<file path="src/rtl/bp_be_mem_fault_pipe_if.sv">
// Request/response bundle between issue, the memory fault pipe and the D$/D-TLB.
// The slave modport is the pipe itself; the master modport is the issue/TLB side.
interface bp_be_mem_fault_pipe_if #(
  parameter int vaddr_width_p = 39,
  parameter int stages_p      = 2
);
  localparam int cnt_width_lp = $clog2(stages_p + 1);

  logic                     v_i;
  logic                     ready_o;
  logic [1:0]               size_i;
  logic                     is_store_i;
  logic                     is_fencei_i;
  logic [63:0]              rs1_i;
  logic [63:0]              imm_i;
  logic                     offset_sel_i;
  logic [vaddr_width_p-1:0] vaddr_ex0_o;
  logic                     stall_i;
  logic                     kill_i;
  logic                     flush_i;
  logic                     tlb_v_i;
  logic                     tlb_miss_i;
  logic                     tlb_u_i;
  logic                     tlb_w_i;
  logic                     tlb_d_i;
  logic                     translation_en_i;
  logic                     mstatus_sum_i;
  logic [1:0]               priv_mode_i;
  logic                     access_fault_i;
  logic                     v_o;
  logic [vaddr_width_p-1:0] vaddr_o;
  logic                     fencei_v_o;
  logic                     tlb_miss_v_o;
  logic                     ld_misaligned_v_o;
  logic                     st_misaligned_v_o;
  logic                     ld_page_fault_v_o;
  logic                     st_page_fault_v_o;
  logic                     ld_access_fault_v_o;
  logic                     st_access_fault_v_o;
  logic [cnt_width_lp-1:0]  inflight_o;

  modport slave (
    input  v_i, size_i, is_store_i, is_fencei_i, rs1_i, imm_i, offset_sel_i,
    input  stall_i, kill_i, flush_i,
    input  tlb_v_i, tlb_miss_i, tlb_u_i, tlb_w_i, tlb_d_i,
    input  translation_en_i, mstatus_sum_i, priv_mode_i, access_fault_i,
    output ready_o, vaddr_ex0_o, v_o, vaddr_o,
    output fencei_v_o, tlb_miss_v_o, ld_misaligned_v_o, st_misaligned_v_o,
    output ld_page_fault_v_o, st_page_fault_v_o, ld_access_fault_v_o, st_access_fault_v_o,
    output inflight_o
  );

  modport master (
    output v_i, size_i, is_store_i, is_fencei_i, rs1_i, imm_i, offset_sel_i,
    output stall_i, kill_i, flush_i,
    output tlb_v_i, tlb_miss_i, tlb_u_i, tlb_w_i, tlb_d_i,
    output translation_en_i, mstatus_sum_i, priv_mode_i, access_fault_i,
    input  ready_o, vaddr_ex0_o, v_o, vaddr_o,
    input  fencei_v_o, tlb_miss_v_o, ld_misaligned_v_o, st_misaligned_v_o,
    input  ld_page_fault_v_o, st_page_fault_v_o, ld_access_fault_v_o, st_access_fault_v_o,
    input  inflight_o
  );
endinterface

</file>
<file path="src/rtl/bp_be_mem_fault_pipe.sv">
// Memory-pipe control/exception pipeline: vaddr generation, stages_p-deep request pipe, one-shot
// D-TLB capture in stage 1, prioritised fault report. Misaligned checks need BP_BE_MISALIGN_CHECK_EN.
module bp_be_mem_fault_pipe #(
  parameter int vaddr_width_p = 39,
  parameter int stages_p      = 2
) (
  input  logic                  clk_i,
  input  logic                  reset_n_i,
  bp_be_mem_fault_pipe_if.slave bus
);

  localparam int         cnt_width_lp = $clog2(stages_p + 1);
  localparam logic [1:0] priv_u_lp    = 2'd0;
  localparam logic [1:0] priv_s_lp    = 2'd1;

  function automatic logic [cnt_width_lp-1:0] popcount(input logic [stages_p:1] vec);
    logic [cnt_width_lp-1:0] cnt;
    cnt = {cnt_width_lp{1'b0}};
    for (int k = 1; k <= stages_p; k++) begin
      cnt = cnt + {{(cnt_width_lp-1){1'b0}}, vec[k]};
    end
    return cnt;
  endfunction

  logic [63:0]              offset_s;
  logic [63:0]              sum_s;
  logic [vaddr_width_p-1:0] vaddr_ex0_s;
  logic                     accept_s;

  logic [stages_p:1]        v_q, v_d;
  logic [stages_p:1]        store_q, store_d;
  logic [stages_p:1]        fencei_q, fencei_d;
  logic [vaddr_width_p-1:0] vaddr_q [1:stages_p];
  logic [vaddr_width_p-1:0] vaddr_d [1:stages_p];
  logic [stages_p:2]        exc_miss_q, exc_miss_d;
  logic [stages_p:2]        exc_page_q, exc_page_d;
  logic [stages_p:2]        exc_acc_q, exc_acc_d;

  logic                     s1_smp_q, s1_smp_d;
  logic                     s1_miss_q, s1_miss_d;
  logic                     s1_page_q, s1_page_d;
  logic                     s1_acc_q, s1_acc_d;
  logic                     s1_miss_s, s1_page_s, s1_acc_s;
  logic                     priv_fault_s, live_page_s;
  logic                     pri_miss_s, pri_page_s, pri_acc_s;
  logic [cnt_width_lp-1:0]  inflight_q, inflight_d;
`ifdef BP_BE_MISALIGN_CHECK_EN
  logic                     mis_ex0_s;
  logic                     s1_mis_q, s1_mis_d;
  logic                     pri_mis_s;
  logic [stages_p:2]        exc_mis_q, exc_mis_d;
`endif

  assign offset_s        = bus.offset_sel_i ? 64'd0 : bus.imm_i;
  assign sum_s           = bus.rs1_i + offset_s;
  assign vaddr_ex0_s     = sum_s[vaddr_width_p-1:0];
  assign bus.vaddr_ex0_o = reset_n_i ? vaddr_ex0_s : {vaddr_width_p{1'b0}};
  assign bus.ready_o     = reset_n_i & ~bus.stall_i;
  assign accept_s        = bus.v_i & bus.ready_o & ~bus.flush_i;

`ifdef BP_BE_MISALIGN_CHECK_EN
  // Alignment check on the stage-0 address for the requested access size
  always_comb begin
    case (bus.size_i)
      2'd0:    mis_ex0_s = 1'b0;
      2'd1:    mis_ex0_s = vaddr_ex0_s[0];
      2'd2:    mis_ex0_s = |vaddr_ex0_s[1:0];
      2'd3:    mis_ex0_s = |vaddr_ex0_s[2:0];
      default: mis_ex0_s = 1'b0;
    endcase
  end
`endif

  // Live D-TLB permission evaluation for the entry currently in stage 1
  always_comb begin
    priv_fault_s = ((bus.priv_mode_i == priv_s_lp) & ~bus.mstatus_sum_i & bus.tlb_u_i)
                 | ((bus.priv_mode_i == priv_u_lp) & ~bus.tlb_u_i);
    if (bus.translation_en_i & bus.tlb_v_i) begin
      live_page_s = priv_fault_s | (store_q[1] & (~bus.tlb_w_i | ~bus.tlb_d_i));
    end else begin
      live_page_s = 1'b0;
    end
  end

  // Once captured, stage 1 keeps its first-cycle TLB view for the rest of a stall
  assign s1_miss_s = s1_smp_q ? s1_miss_q : bus.tlb_miss_i;
  assign s1_page_s = s1_smp_q ? s1_page_q : live_page_s;
  assign s1_acc_s  = s1_smp_q ? s1_acc_q  : bus.access_fault_i;

  // Reduce stage-1 fault causes to a single prioritised exception
  always_comb begin
    pri_miss_s = 1'b0;
    pri_page_s = 1'b0;
    pri_acc_s  = 1'b0;
`ifdef BP_BE_MISALIGN_CHECK_EN
    pri_mis_s  = 1'b0;
`endif
    if (fencei_q[1]) begin
      pri_miss_s = 1'b0;
`ifdef BP_BE_MISALIGN_CHECK_EN
    end else if (s1_mis_q) begin
      pri_mis_s = 1'b1;
`endif
    end else if (s1_miss_s) begin
      pri_miss_s = 1'b1;
    end else if (s1_page_s) begin
      pri_page_s = 1'b1;
    end else if (s1_acc_s) begin
      pri_acc_s = 1'b1;
    end else begin
      pri_acc_s = 1'b0;
    end
  end

  // Pipeline next state: flush, then stall/kill hold, otherwise advance
  always_comb begin
    v_d        = v_q;
    store_d    = store_q;
    fencei_d   = fencei_q;
    vaddr_d    = vaddr_q;
    exc_miss_d = exc_miss_q;
    exc_page_d = exc_page_q;
    exc_acc_d  = exc_acc_q;
    s1_smp_d   = s1_smp_q;
    s1_miss_d  = s1_miss_q;
    s1_page_d  = s1_page_q;
    s1_acc_d   = s1_acc_q;
`ifdef BP_BE_MISALIGN_CHECK_EN
    s1_mis_d   = s1_mis_q;
    exc_mis_d  = exc_mis_q;
`endif
    if (bus.flush_i) begin
      v_d      = {stages_p{1'b0}};
      s1_smp_d = 1'b0;
    end else if (bus.stall_i) begin
      v_d[1] = v_q[1] & ~bus.kill_i;
      if (v_q[1]) begin
        s1_smp_d  = 1'b1;
        s1_miss_d = s1_miss_s;
        s1_page_d = s1_page_s;
        s1_acc_d  = s1_acc_s;
      end else begin
        s1_smp_d  = s1_smp_q;
      end
    end else begin
      v_d[1]        = accept_s;
      store_d[1]    = bus.is_store_i;
      fencei_d[1]   = bus.is_fencei_i;
      vaddr_d[1]    = vaddr_ex0_s;
      s1_smp_d      = 1'b0;
      v_d[2]        = v_q[1] & ~bus.kill_i;
      store_d[2]    = store_q[1];
      fencei_d[2]   = fencei_q[1];
      vaddr_d[2]    = vaddr_q[1];
      exc_miss_d[2] = pri_miss_s;
      exc_page_d[2] = pri_page_s;
      exc_acc_d[2]  = pri_acc_s;
`ifdef BP_BE_MISALIGN_CHECK_EN
      s1_mis_d      = mis_ex0_s & ~bus.is_fencei_i;
      exc_mis_d[2]  = pri_mis_s;
`endif
      for (int k = 3; k <= stages_p; k++) begin
        v_d[k]        = v_q[k-1];
        store_d[k]    = store_q[k-1];
        fencei_d[k]   = fencei_q[k-1];
        vaddr_d[k]    = vaddr_q[k-1];
        exc_miss_d[k] = exc_miss_q[k-1];
        exc_page_d[k] = exc_page_q[k-1];
        exc_acc_d[k]  = exc_acc_q[k-1];
`ifdef BP_BE_MISALIGN_CHECK_EN
        exc_mis_d[k]  = exc_mis_q[k-1];
`endif
      end
    end
    inflight_d = popcount(v_d);
  end

  // State registers, cleared asynchronously
  always_ff @(posedge clk_i or negedge reset_n_i) begin
    if (!reset_n_i) begin
      v_q        <= {stages_p{1'b0}};
      store_q    <= {stages_p{1'b0}};
      fencei_q   <= {stages_p{1'b0}};
      for (int k = 1; k <= stages_p; k++) begin
        vaddr_q[k] <= {vaddr_width_p{1'b0}};
      end
      exc_miss_q <= {(stages_p-1){1'b0}};
      exc_page_q <= {(stages_p-1){1'b0}};
      exc_acc_q  <= {(stages_p-1){1'b0}};
      s1_smp_q   <= 1'b0;
      s1_miss_q  <= 1'b0;
      s1_page_q  <= 1'b0;
      s1_acc_q   <= 1'b0;
      inflight_q <= {cnt_width_lp{1'b0}};
`ifdef BP_BE_MISALIGN_CHECK_EN
      s1_mis_q   <= 1'b0;
      exc_mis_q  <= {(stages_p-1){1'b0}};
`endif
    end else begin
      v_q        <= v_d;
      store_q    <= store_d;
      fencei_q   <= fencei_d;
      vaddr_q    <= vaddr_d;
      exc_miss_q <= exc_miss_d;
      exc_page_q <= exc_page_d;
      exc_acc_q  <= exc_acc_d;
      s1_smp_q   <= s1_smp_d;
      s1_miss_q  <= s1_miss_d;
      s1_page_q  <= s1_page_d;
      s1_acc_q   <= s1_acc_d;
      inflight_q <= inflight_d;
`ifdef BP_BE_MISALIGN_CHECK_EN
      s1_mis_q   <= s1_mis_d;
      exc_mis_q  <= exc_mis_d;
`endif
    end
  end

  assign bus.v_o                 = v_q[stages_p];
  assign bus.vaddr_o             = vaddr_q[stages_p];
  assign bus.inflight_o          = inflight_q;
  assign bus.fencei_v_o          = v_q[stages_p] & fencei_q[stages_p];
  assign bus.tlb_miss_v_o        = v_q[stages_p] & exc_miss_q[stages_p];
  assign bus.ld_page_fault_v_o   = v_q[stages_p] & exc_page_q[stages_p] & ~store_q[stages_p];
  assign bus.st_page_fault_v_o   = v_q[stages_p] & exc_page_q[stages_p] &  store_q[stages_p];
  assign bus.ld_access_fault_v_o = v_q[stages_p] & exc_acc_q[stages_p]  & ~store_q[stages_p];
  assign bus.st_access_fault_v_o = v_q[stages_p] & exc_acc_q[stages_p]  &  store_q[stages_p];
`ifdef BP_BE_MISALIGN_CHECK_EN
  assign bus.ld_misaligned_v_o   = v_q[stages_p] & exc_mis_q[stages_p] & ~store_q[stages_p];
  assign bus.st_misaligned_v_o   = v_q[stages_p] & exc_mis_q[stages_p] &  store_q[stages_p];
`else
  assign bus.ld_misaligned_v_o   = 1'b0;
  assign bus.st_misaligned_v_o   = 1'b0;
`endif

endmodule

</file>
<file path="src/flat_wrapper.sv">
// flat-port wrapper written by rule: the top's interface ports become plain ports
module bp_be_mem_fault_pipe_flat 
#(
  parameter int vaddr_width_p = 39,
  parameter int stages_p      = 2
)
  (clk_i, reset_n_i, bus_v_i, bus_size_i, bus_is_store_i, bus_is_fencei_i, bus_rs1_i, bus_imm_i, bus_offset_sel_i, bus_stall_i, bus_kill_i, bus_flush_i, bus_tlb_v_i, bus_tlb_miss_i, bus_tlb_u_i, bus_tlb_w_i, bus_tlb_d_i, bus_translation_en_i, bus_mstatus_sum_i, bus_priv_mode_i, bus_access_fault_i, bus_ready_o, bus_vaddr_ex0_o, bus_v_o, bus_vaddr_o, bus_fencei_v_o, bus_tlb_miss_v_o, bus_ld_misaligned_v_o, bus_st_misaligned_v_o, bus_ld_page_fault_v_o, bus_st_page_fault_v_o, bus_ld_access_fault_v_o, bus_st_access_fault_v_o, bus_inflight_o);
  bp_be_mem_fault_pipe_if #(.vaddr_width_p(vaddr_width_p), .stages_p(stages_p)) bus_i ();
  input  logic clk_i;
  input  logic reset_n_i;
  input wire logic [$bits(bus_i.v_i)-1:0] bus_v_i;
  input wire logic [$bits(bus_i.size_i)-1:0] bus_size_i;
  input wire logic [$bits(bus_i.is_store_i)-1:0] bus_is_store_i;
  input wire logic [$bits(bus_i.is_fencei_i)-1:0] bus_is_fencei_i;
  input wire logic [$bits(bus_i.rs1_i)-1:0] bus_rs1_i;
  input wire logic [$bits(bus_i.imm_i)-1:0] bus_imm_i;
  input wire logic [$bits(bus_i.offset_sel_i)-1:0] bus_offset_sel_i;
  input wire logic [$bits(bus_i.stall_i)-1:0] bus_stall_i;
  input wire logic [$bits(bus_i.kill_i)-1:0] bus_kill_i;
  input wire logic [$bits(bus_i.flush_i)-1:0] bus_flush_i;
  input wire logic [$bits(bus_i.tlb_v_i)-1:0] bus_tlb_v_i;
  input wire logic [$bits(bus_i.tlb_miss_i)-1:0] bus_tlb_miss_i;
  input wire logic [$bits(bus_i.tlb_u_i)-1:0] bus_tlb_u_i;
  input wire logic [$bits(bus_i.tlb_w_i)-1:0] bus_tlb_w_i;
  input wire logic [$bits(bus_i.tlb_d_i)-1:0] bus_tlb_d_i;
  input wire logic [$bits(bus_i.translation_en_i)-1:0] bus_translation_en_i;
  input wire logic [$bits(bus_i.mstatus_sum_i)-1:0] bus_mstatus_sum_i;
  input wire logic [$bits(bus_i.priv_mode_i)-1:0] bus_priv_mode_i;
  input wire logic [$bits(bus_i.access_fault_i)-1:0] bus_access_fault_i;
  output wire logic [$bits(bus_i.ready_o)-1:0] bus_ready_o;
  output wire logic [$bits(bus_i.vaddr_ex0_o)-1:0] bus_vaddr_ex0_o;
  output wire logic [$bits(bus_i.v_o)-1:0] bus_v_o;
  output wire logic [$bits(bus_i.vaddr_o)-1:0] bus_vaddr_o;
  output wire logic [$bits(bus_i.fencei_v_o)-1:0] bus_fencei_v_o;
  output wire logic [$bits(bus_i.tlb_miss_v_o)-1:0] bus_tlb_miss_v_o;
  output wire logic [$bits(bus_i.ld_misaligned_v_o)-1:0] bus_ld_misaligned_v_o;
  output wire logic [$bits(bus_i.st_misaligned_v_o)-1:0] bus_st_misaligned_v_o;
  output wire logic [$bits(bus_i.ld_page_fault_v_o)-1:0] bus_ld_page_fault_v_o;
  output wire logic [$bits(bus_i.st_page_fault_v_o)-1:0] bus_st_page_fault_v_o;
  output wire logic [$bits(bus_i.ld_access_fault_v_o)-1:0] bus_ld_access_fault_v_o;
  output wire logic [$bits(bus_i.st_access_fault_v_o)-1:0] bus_st_access_fault_v_o;
  output wire logic [$bits(bus_i.inflight_o)-1:0] bus_inflight_o;
  assign bus_i.v_i = bus_v_i;
  assign bus_i.size_i = bus_size_i;
  assign bus_i.is_store_i = bus_is_store_i;
  assign bus_i.is_fencei_i = bus_is_fencei_i;
  assign bus_i.rs1_i = bus_rs1_i;
  assign bus_i.imm_i = bus_imm_i;
  assign bus_i.offset_sel_i = bus_offset_sel_i;
  assign bus_i.stall_i = bus_stall_i;
  assign bus_i.kill_i = bus_kill_i;
  assign bus_i.flush_i = bus_flush_i;
  assign bus_i.tlb_v_i = bus_tlb_v_i;
  assign bus_i.tlb_miss_i = bus_tlb_miss_i;
  assign bus_i.tlb_u_i = bus_tlb_u_i;
  assign bus_i.tlb_w_i = bus_tlb_w_i;
  assign bus_i.tlb_d_i = bus_tlb_d_i;
  assign bus_i.translation_en_i = bus_translation_en_i;
  assign bus_i.mstatus_sum_i = bus_mstatus_sum_i;
  assign bus_i.priv_mode_i = bus_priv_mode_i;
  assign bus_i.access_fault_i = bus_access_fault_i;
  assign bus_ready_o = bus_i.ready_o;
  assign bus_vaddr_ex0_o = bus_i.vaddr_ex0_o;
  assign bus_v_o = bus_i.v_o;
  assign bus_vaddr_o = bus_i.vaddr_o;
  assign bus_fencei_v_o = bus_i.fencei_v_o;
  assign bus_tlb_miss_v_o = bus_i.tlb_miss_v_o;
  assign bus_ld_misaligned_v_o = bus_i.ld_misaligned_v_o;
  assign bus_st_misaligned_v_o = bus_i.st_misaligned_v_o;
  assign bus_ld_page_fault_v_o = bus_i.ld_page_fault_v_o;
  assign bus_st_page_fault_v_o = bus_i.st_page_fault_v_o;
  assign bus_ld_access_fault_v_o = bus_i.ld_access_fault_v_o;
  assign bus_st_access_fault_v_o = bus_i.st_access_fault_v_o;
  assign bus_inflight_o = bus_i.inflight_o;
  bp_be_mem_fault_pipe #(.vaddr_width_p(vaddr_width_p), .stages_p(stages_p)) u_core (.clk_i(clk_i), .reset_n_i(reset_n_i), .bus(bus_i));
endmodule
</file>
<file path="config.mk">
export PLATFORM = sky130hd
export DESIGN_NAME = bp_be_mem_fault_pipe_flat
export DESIGN_NICKNAME = d
export VERILOG_FILES = /design/src/rtl/bp_be_mem_fault_pipe_if.sv /design/src/rtl/bp_be_mem_fault_pipe.sv /design/src/flat_wrapper.sv
export SDC_FILE = /design/constraint.sdc
export NUM_CORES = 1
export LEC_CHECK = 0
export BUFFER_PORTS_ARGS = -buffer_cell sky130_fd_sc_hd__buf_4
export CAP_MARGIN = 20
export CORE_ASPECT_RATIO = 1.25
export CORE_UTILIZATION = 43
export CTS_CLUSTER_SIZE = 30
export DETAILED_ROUTE_END_ITERATION = 8
export PLACE_DENSITY = 0.7
export RECOVER_POWER = 25
export SLEW_MARGIN = 10
export SYNTH_ARGS = -nofsm -noshare
export SYNTH_HDL_FRONTEND = slang
export SYNTH_SLANG_ARGS = --single-unit
</file>
<file path="constraint.sdc">
create_clock -name clk_i -period 7.7 [get_ports clk_i]
set_input_delay 2.31 -clock clk_i [delete_from_list [all_inputs] [get_ports clk_i]]
set_output_delay 2.31 -clock clk_i [all_outputs]
set_load 0.005 [all_outputs]
</file>
==> impl_summary.md, run 1 <==
Status
The flow ran to the end, but the final reports show violations. The checks that failed: capacitance limit, slew limit.

Timing
The largest clock skew in the final design is about 4.4 ps. The fmax is 135 MHz. The hold violation total from the final report was 0. The setup violation total in the final timing report is 0. Measured against its own limit, the worst slew margin works out to -0.0361. For the pin with the worst max-slew slack, the measured transition is 1550 ps.

The routed design could run at a clock period as short as approximately 7400 ps. The setup TNS is 0 ps. The fraction of the cycle the final worst path needs is 0.964. The number of max-slew violations in the final report is 30. Setup repair after global routing left no endpoint under its margin.

Clock tree
After clock tree synthesis, the flow added hold-fix buffers numbering 0. The number of buffers created by CTS is 9. The clock latency on the worst-skew pair is between 300 and 400 ps.

Clock tree synthesis found a total of 93 sinks. Buffers added to address setup during post-CTS repair amount to 0. Once the clock tree was built, the resizer swapped 0 gates to a different size. TritonCTS built the clock tree.

The longest clock path from root to sink contains 2 buffers. The H-tree was split into 3 levels. CTS placed an instance of sky130_fd_sc_hd__clkbuf_16 at the clock tree root.

Clock-pin slew was measured on the worst setup and hold paths at approximately 60 ps.

Die
The number of cell rows is between 50 and 60. The die is approximately 140 um tall. The die outline area is roughly 16000 um^2. The die span in x is approximately 110 um.

For this configuration, the core starts out at a cell density of 0.440. roughly 240 I/O pins were placed. The core footprint is around 16000 um^2.

Critical path
In this run the register-to-register setup slack is 6370 ps. Traced cell by cell, the critical path runs through buf_4 > nor2b_1 > ha_1 > inv_1 > fa_1 > and2b_1 > o211ai_1 > a21oi_1 > a21oi_1 > a221o_1 > and3_4 > nor3_1 > buf_4. The launching point of the worst reg2reg path is u_core.s1_smp_q. For this run, the slowest stage of the critical path takes ~390 ps. The worst flop-to-flop path endpoint is u_core.exc_acc_q. The kind of end point of the critical path is a primary output. The startpoint type of the worst setup path is an input port. The worst path required time is 5390 ps. The classification of the worst setup path is input port to primary output. The largest driver fanout on the critical path is 23. On the critical path, the stage with the largest delay is an instance of sky130_fd_sc_hd__fa_1. The number of cells on the worst reg-to-reg path is 3. The sum of buffers and inverters on the critical path is 3. The data arrival time of the worst path is about 5100 ps.

The gate family responsible for the most delay along the worst path is compound AO/OA/AOI/OAI gates.

Layout
The layout has roughly 1600 filler cells. For this run, the post-layout net count is 1167. The number of antenna diodes in the final layout is 0. The area added between synthesis and finish is 23.5%.

Summing all flip-flop and latch instances after layout gives ~2300 um^2. The summed area of non-filler cells in the final layout is ~8500 um^2. In the final layout, the share of cells above drive strength 1 is 0.251. The area occupied by multi-input gates is between 4000 and 5000 um^2.

Power and ir drop
The cell-internal power is approximately 0.0011 W. The share of power burned in combinational logic is 0.338. The leakage component of the power is approximately 4.2 nW. Summed over all nets, the switching power comes to around 0.00050 W. The worst-case IR drop observed on VDD is between 0.09 and 0.1 mV.

The part of the power in the clock network is 0.257. The sequential fraction of design power is 0.405. For this design the ratio of total power to cell area is about 190 nW/um^2.

Of the total power, the share spent switching nets is 0.315.

Synthesis
The predominant post-synthesis flop cell is sky130_fd_sc_hd__dfrtp_1. The area fraction in compound gates after synthesis was 0.154. The post-synthesis share of cell area spent on xor and xnor gates is 0.0371. For this run, the number of Yosys warnings is 0.

Of the total synthesized cell area, the portion taken by full adders, half adders and majority gates is 0.0742. In the synthesized netlist the async set-or-reset flop fraction comes to 1.00. The combinational family with the most area after synthesis is simple AND/OR/NAND/NOR gates. Synthesis inferred 93 register bits. Measured against the total synthesized area, the mux share comes to 0.0398. The post-synthesis cell area is 6850 um^2. The simple-gate share of the synthesized area is 0.286. Synthesis instantiated a little over 70 different standard cells from the library. The number of enable flip-flop cells after synthesis is 0. The mean cell area of the mapped netlist is between 8 and 9 um^2. The instance count of the mapped netlist is 840. The sequential share of the synthesized area is 0.340.

Min path
In this run the most critical hold path is launched from u_core.vaddr_q[39]. The worst hold path cell count is 2. The path class of the tightest hold or removal check is flip-flop to flip-flop.

For hold timing, the worst endpoint is u_core.bus.vaddr_o[0].

GRT
The global-route wire length before repair is 29200 um. The number of antenna violations at the first check in global routing is 0. Entering global routing, the biggest net connects 63 pins. The aggregate global-route resource usage is 0.228.

The number of global-route vias before repair is between 5000 and 6000. The leftover overflow at the end of global routing is 0.

Detailed routing
After detailed routing, the number of vias per cell comes to 5.12. Before antenna repair, the detailed router went through 5 iterations. The count of routing violations after the opening detailed-route iteration is 387. The overall routed net length is around 18000 um. Once detail routing completed, the nets flagged for antenna violations numbered 0. For this run, design rule violations remaining after detail routing come to 0.

In the final routed layout, each cell accounts on average for approximately 15 um. The via total after detailed routing is approximately 6000.

Placement
The count of buffers added on input and output ports is between 150 and 200. The area after detailed placement is 8180 um^2. The global placer's final weighted congestion is 0.888. The post-DP HPWL is approximately 15000 um.

Job
The reported max-cap violation count is 1.
[registers in the layout, indices dropped and copies added, names as in the netlist]
name	count
u_core.bus.vaddr_o	39
u_core.vaddr_q	39
u_core.bus.inflight_o	2
u_core.fencei_q	2
u_core.store_q	2
u_core.v_q	2
u_core.exc_acc_q	1
u_core.exc_miss_q	1
u_core.exc_page_q	1
u_core.s1_acc_q	1
u_core.s1_miss_q	1
u_core.s1_page_q	1
u_core.s1_smp_q	1
[power by group through the flow]
stage | clock [W] | combinational [W] | sequential [W]
after floorplan | 0 | 0.000361 | 0.000637
after global placement | 0 | 0.000535 | 0.000650
after detailed placement | 0 | 0.000540 | 0.000654
after CTS | 0.000422 | 0.000543 | 0.000645
after global routing | 0.000443 | 0.000596 | 0.000658
final | 0.000409 | 0.000538 | 0.000644
[worst max path at each step]
stage,from,endpoint,slack [ps],depth (start not counted)
2_1_floorplan,bus_offset_sel_i,bus_vaddr_ex0_o[24],520,13
3_3_place_gp,bus_offset_sel_i,bus_vaddr_ex0_o[34],290,13
3_5_place_dp,bus_offset_sel_i,bus_vaddr_ex0_o[34],300,13
4_1_cts,bus_offset_sel_i,bus_vaddr_ex0_o[34],270,13
5_1_grt,bus_offset_sel_i,bus_vaddr_ex0_o[34],90,13
6_report,bus_offset_sel_i,bus_vaddr_ex0_o[34],270,13
[per-layer routing]
layer / track usage / share of wire / routed length (um) / up-vias
met5: 0 / 0 / 0 / -
met4: 0.0861 / 0.023 / 418 / 0
met3: 0.0242 / 0.041 / 754 / 27
met2: 0.371 / 0.48 / 8780 / 167
met1: 0.309 / 0.45 / 8300 / 2820
li1: - / - / - / 3110
[cell usage in the layout (no fill, tap or decap), drive strengths merged, types with 4 or more instances in the layout]
| cell | synthesis | final |
|---|---|---|
| a211o | 4 | 4 |
| a211oi | 7 | 7 |
| a21o | 6 | 6 |
| a21oi | 50 | 50 |
| and2 | 29 | 29 |
| and3 | 11 | 11 |
| and4 | 6 | 6 |
| buf | 47 | 195 |
| clkbuf | 25 | 16 |
| dfrtp | 93 | 93 |
| ha | 39 | 39 |
| inv | 8 | 8 |
| mux2 | 18 | 18 |
| mux2i | 7 | 7 |
| nand2 | 219 | 219 |
| nand2b | 7 | 7 |
| nand3 | 9 | 9 |
| nand4 | 10 | 10 |
| nor2 | 52 | 52 |
| nor2b | 39 | 39 |
| nor3 | 13 | 13 |
| o21a | 12 | 12 |
| o21ai | 40 | 40 |
| o21bai | 4 | 4 |
| o31ai | 12 | 12 |
| xnor2 | 15 | 15 |
| xor2 | 14 | 14 |
[synth_stat cells (5+ instances only)]
library cell               count  area, um^2
sky130_fd_sc_hd__ha_1         39         488
sky130_fd_sc_hd__nand2b_1      7        43.8
sky130_fd_sc_hd__o21a_1       12        90.1
sky130_fd_sc_hd__buf_4        42         315
sky130_fd_sc_hd__and2_1       29         181
sky130_fd_sc_hd__xnor2_1      15         131
sky130_fd_sc_hd__mux2_2       18         203
sky130_fd_sc_hd__a21oi_1      48         240
sky130_fd_sc_hd__nand2_1     217         815
sky130_fd_sc_hd__clkbuf_1     25        93.8
sky130_fd_sc_hd__nor2b_1      39         244
sky130_fd_sc_hd__a211oi_1      5        37.5
sky130_fd_sc_hd__o31ai_1      11        82.6
sky130_fd_sc_hd__nor3_1       13        65.1
sky130_fd_sc_hd__nand4_1      10        62.6
sky130_fd_sc_hd__and3_1       10        62.6
sky130_fd_sc_hd__mux2i_1       7        70.1
sky130_fd_sc_hd__and4_1        6        52.6
sky130_fd_sc_hd__xor2_1       14         123
sky130_fd_sc_hd__nand3_1       9        45.0
sky130_fd_sc_hd__inv_1         8        30.0
sky130_fd_sc_hd__o21ai_0      34         170
sky130_fd_sc_hd__dfrtp_1      93        2330
sky130_fd_sc_hd__a21o_1        6        45.0
sky130_fd_sc_hd__nor2_1       51         191
[cell type report]
class	count	share of cell area
inverter	8	0.00355
multi-input combinational	668	0.480
clock buffer	13	0.0308
tap	212	0.0314
timing repair buffer	198	0.176
sequential	93	0.275
clock inverter	3	0.00237
[worst register-to-register path, cell delays in order (launching register included)]
cell and delay [ps]:
sky130_fd_sc_hd__dfrtp_1 460, sky130_fd_sc_hd__mux2i_1 310, sky130_fd_sc_hd__nand2b_1 110, sky130_fd_sc_hd__o41ai_1 340
[per-stage QoR]
step / util / hold slack (ps) / std cells / setup WS, ps / total power, W
floorplan: - / 435 / 841 / 525 / 0.000998
global placement: 0.525 / 444 / 1179 / 293 / 0.00118
detailed placement: 0.525 / 451 / 1179 / 297 / 0.00119
CTS: 0.543 / 466 / 1195 / 273 / 0.00161
global route: 0.543 / 481 / 1195 / 90.6 / 0.00170
finish: 0.543 / 463 / 1195 / 273 / 0.00159
[cell families after synthesis]
group	after synthesis
buffers and inverters	80
AND/OR/NAND/NOR	412
flip-flops	93
multiplexers	25
XOR/XNOR	29
adder cells (fa/ha/maj)	40
AO/OA/AOI/OAI	160
other	1
Power figures use the tool's default switching activity.
==> run 2, diff against run 1 <==
==> constraint.sdc (replaced) <==
create_clock -name clk_i -period 7.7 [get_ports clk_i]
set_input_delay 2.31 -clock clk_i [delete_from_list [all_inputs] [get_ports clk_i]]
set_output_delay 2.31 -clock clk_i [all_outputs]
set_load 0.01 [all_outputs]
==> run 2 against run 1 <==
  * The flow now finishes without violations
  * Sequential share of layout area down 0.085 points
  * Flip-flop and latch count unchanged
  * Critical path depth stayed put
  * Highest routed layer unchanged
  * Sequential power about the same
  * Critical endpoint unchanged
  * Utilization up 0.17 points
  * Via count grew 0.90%
  * Clock power increased by 8.1%
  * Worst setup slack worse by 44 ps
  * First-iteration DRC count is 7.2% lower
  * Fmax down 0.58%
  * Clock-buffer cell count fell by 2
  * Combinational power rose by 5.9%
==> impl_summary.md, run 2 (synthesis gave the netlist of run 1 again) <==
Layout
In the layout the commonest cells are sky130_fd_sc_hd__nand2_1, sky130_fd_sc_hd__buf_4, sky130_fd_sc_hd__dfrtp_1, sky130_fd_sc_hd__nor2_1, sky130_fd_sc_hd__a21oi_1. The summed area of non-filler cells in the final layout came to 8480 um^2 (+0.31%). The number of inserted filler cells in the final layout is 1573 (+0.83%). The filler-free cell count of the finished design is 1195 (unchanged). The area added between synthesis and finish is 23.8%. The number of antenna cells inserted is 0 (unchanged). The ratio of cells with drive above 1 in the final layout came to 0.253 (+0.00203). The library cell used most frequently in the layout, excluding fill and tap cells, is sky130_fd_sc_hd__nand2_1. The fraction of the core area covered by cells at the end of the flow is 0.544 (+0.00169). The number of nets in the layout is 1167 (unchanged).

Power and ir drop
The maximum vdd ir drop was 0.106 mV (+8.3%). The total power of the final layout is 0.00166 W (+4.1%). The leakage component of the power is 4.21 nW (+0.42%). The ratio of total power to cell area is 195 nW/um^2 (+3.8%).

Clock tree
The count of hold buffers inserted by post-cts repair came to 0 (unchanged). The register clock-pin slew on the reported worst setup and hold paths is 60 ps (about the same). The H-tree depth reported by CTS came to 3 (unchanged). TritonCTS built the clock tree. The number of clock sinks seen by CTS is 93 (unchanged). The total setup buffers inserted after CTS is 0 (unchanged). The library cell used as clock root buffer is sky130_fd_sc_hd__clkbuf_16. The number of buffers created by CTS is 9 (unchanged). The clock latency on the worst-skew pair is 340 ps (about the same).

The maximum buffer depth of the clock tree is 2 (unchanged). The total of cells resized after clock tree synthesis is 0 (unchanged).

Placement
The quantity of I/O buffers inserted on ports is 184 (unchanged). The number of placed instances, taps included is 1179 (unchanged). The post-DP HPWL came to 14800 um (+1.1%). The area after detailed placement is 8180 um^2 (unchanged).

The global placer's final weighted congestion came to 0.894 (+0.65%).

Critical path
The worst path required time is 5390 ps (about the same). The number of cells on the worst reg-to-reg path is 3 (unchanged). The worst setup path is captured at a primary output. The worst setup path is launched from an input port. The largest driver fanout on the critical path is 23 (unchanged). The data arrival time of the worst path is 5160 ps (+40 ps).

The critical path in this run is classified as input port to primary output.

Detailed routing
The wire length per cell came to 15.5 um (+1.5%). The number of nets still failing antenna checks after routing is 0 (unchanged). The count of routing violations after the opening detailed-route iteration was 359 (-7.2%). The total iterations of the first detailed-routing run is 5 (unchanged). The overall routed net length is 18500 um (+1.5%). The via total after detailed routing is 6179 (+0.90%). The final routed DRC violation total was 0 (unchanged). The via density per instance is 5.17 (+0.90%).

Timing
The final period demand of the worst path is 7470 ps (+43.6 ps). The setup violation total in the final timing report is 0 (unchanged). The worst-margin pin slew was 619 ps (-935 ps). The largest clock skew in the final design is 3.32 ps (-1.04 ps).

The number of max-slew violations in the final report is 0 (-100%). The relative slew slack came to 0.586 (+0.623). Setup repair after global routing left no endpoint under its margin. The fmax is 134 MHz (-0.58%). The hold violation total from the final report came to 0 (unchanged). The setup TNS is 0 ps (unchanged). The fraction of the cycle the final worst path needs was 0.970 (+0.00566).

GRT
The global-route wire length before repair is 29000 um (-0.47%). The aggregate global-route resource usage came to 0.229 (+0.00115). The met1 track demand over resource is 0.306 (-0.00350). The number of global-route vias before repair was 5824 (+0.80%). The leftover overflow at the end of global routing was 0 (unchanged). The number of antenna violations at the first check in global routing is 0 (unchanged). The largest net degree at the start of global routing came to 68 (+7.9%). The met2 usage in global routing is 0.375 (+0.00444). In this run the most used layer during global routing was met2. The met3 routing resource usage after global routing was 0.0229 (-0.00127).

Min path
The worst hold path class is flip-flop to flip-flop. The worst hold path cell count is 2 (unchanged).

Job
The reported max-cap violation count was 0 (-1).

Die
The core footprint is 15600 um^2 (unchanged). The y dimension of the die is 143 um (unchanged). The number of I/O pins came to 239 (unchanged). The number of cell rows is 51 (unchanged). The die span in x is 115 um (unchanged). The die outline area was 16400 um^2 (unchanged). The initial core utilization is 0.440 (unchanged).

Status
The run finished with clean final reports.
run 2: cell types whose count changed in the layout (fill, tap and decap cells not counted):
cell / before / now
sky130_fd_sc_hd__clkinvlp_4: 2 / 1
sky130_fd_sc_hd__clkbuf_8: 2 / 1
sky130_fd_sc_hd__clkinv_4: 0 / 2
sky130_fd_sc_hd__bufinv_16: 0 / 1
sky130_fd_sc_hd__buf_4: 194 / 195
sky130_fd_sc_hd__clkbuf_1: 5 / 3
run 2: critical path: stages:
cell and delay, ps:
sky130_fd_sc_hd__buf_4 190, sky130_fd_sc_hd__nor2b_1 130, sky130_fd_sc_hd__ha_1 180, sky130_fd_sc_hd__inv_1 60, sky130_fd_sc_hd__fa_1 390, sky130_fd_sc_hd__and2b_1 260, sky130_fd_sc_hd__o211ai_1 100, sky130_fd_sc_hd__a21oi_1 260
sky130_fd_sc_hd__a21oi_1 210, sky130_fd_sc_hd__a221o_1 350, sky130_fd_sc_hd__and3_4 190, sky130_fd_sc_hd__nor3_1 320, sky130_fd_sc_hd__buf_4 190
run 2: report_power, final:
part	switching [W]	internal [W]	total, W
clock network	0.000181	0.000261	0.000442
registers	0.0000558	0.000590	0.000646
logic	0.000304	0.000266	0.000570
total	0.000540	0.00112	0.00166
run 2: area by class of cell:
| cell class | count | area, um^2 | share of cell area |
|---|---|---|---|
| multi-input cells | 668 | 4060 | 0.479 |
| flip-flops and latches | 93 | 2330 | 0.275 |
| repair buffers | 198 | 1490 | 0.176 |
| well taps | 212 | 265 | 0.0313 |
| clock buffers | 11 | 243 | 0.0286 |
| clock inverters | 5 | 60.1 | 0.00708 |
| inverters | 8 | 30.0 | 0.00354 |
run 2: layer usage:
metal  routed length [um]  vias to the layer above
met3                  848                       31
met5                    0                        -
met1                 8290                     2838
met2                 8820                      196
met4                  561                        0
li1                     -                     3114
run 2: per-stage QoR:
step                      setup slack (ps)  hold WS (ps)
final                                  230           467
after global placement                 277           446
after detailed placement               273           452
after floorplan                        493           435
after global routing                  43.7           485
after CTS                              247           469
run 2: final timing paths:
path                       slack [ps]              start                       end
setup / recovery                  230   bus_offset_sel_i       bus_vaddr_ex0_o[34]
hold / removal                    470  u_core.exc_miss_q         u_core.exc_miss_q
setup reg to reg                 6320    u_core.s1_smp_q          u_core.exc_acc_q
hold reg to reg                   470  u_core.exc_miss_q         u_core.exc_miss_q
max in group asynchronous        4760          reset_n_i    u_core.bus.vaddr_o[19]
min in group asynchronous        1960          reset_n_i  u_core.bus.inflight_o[1]
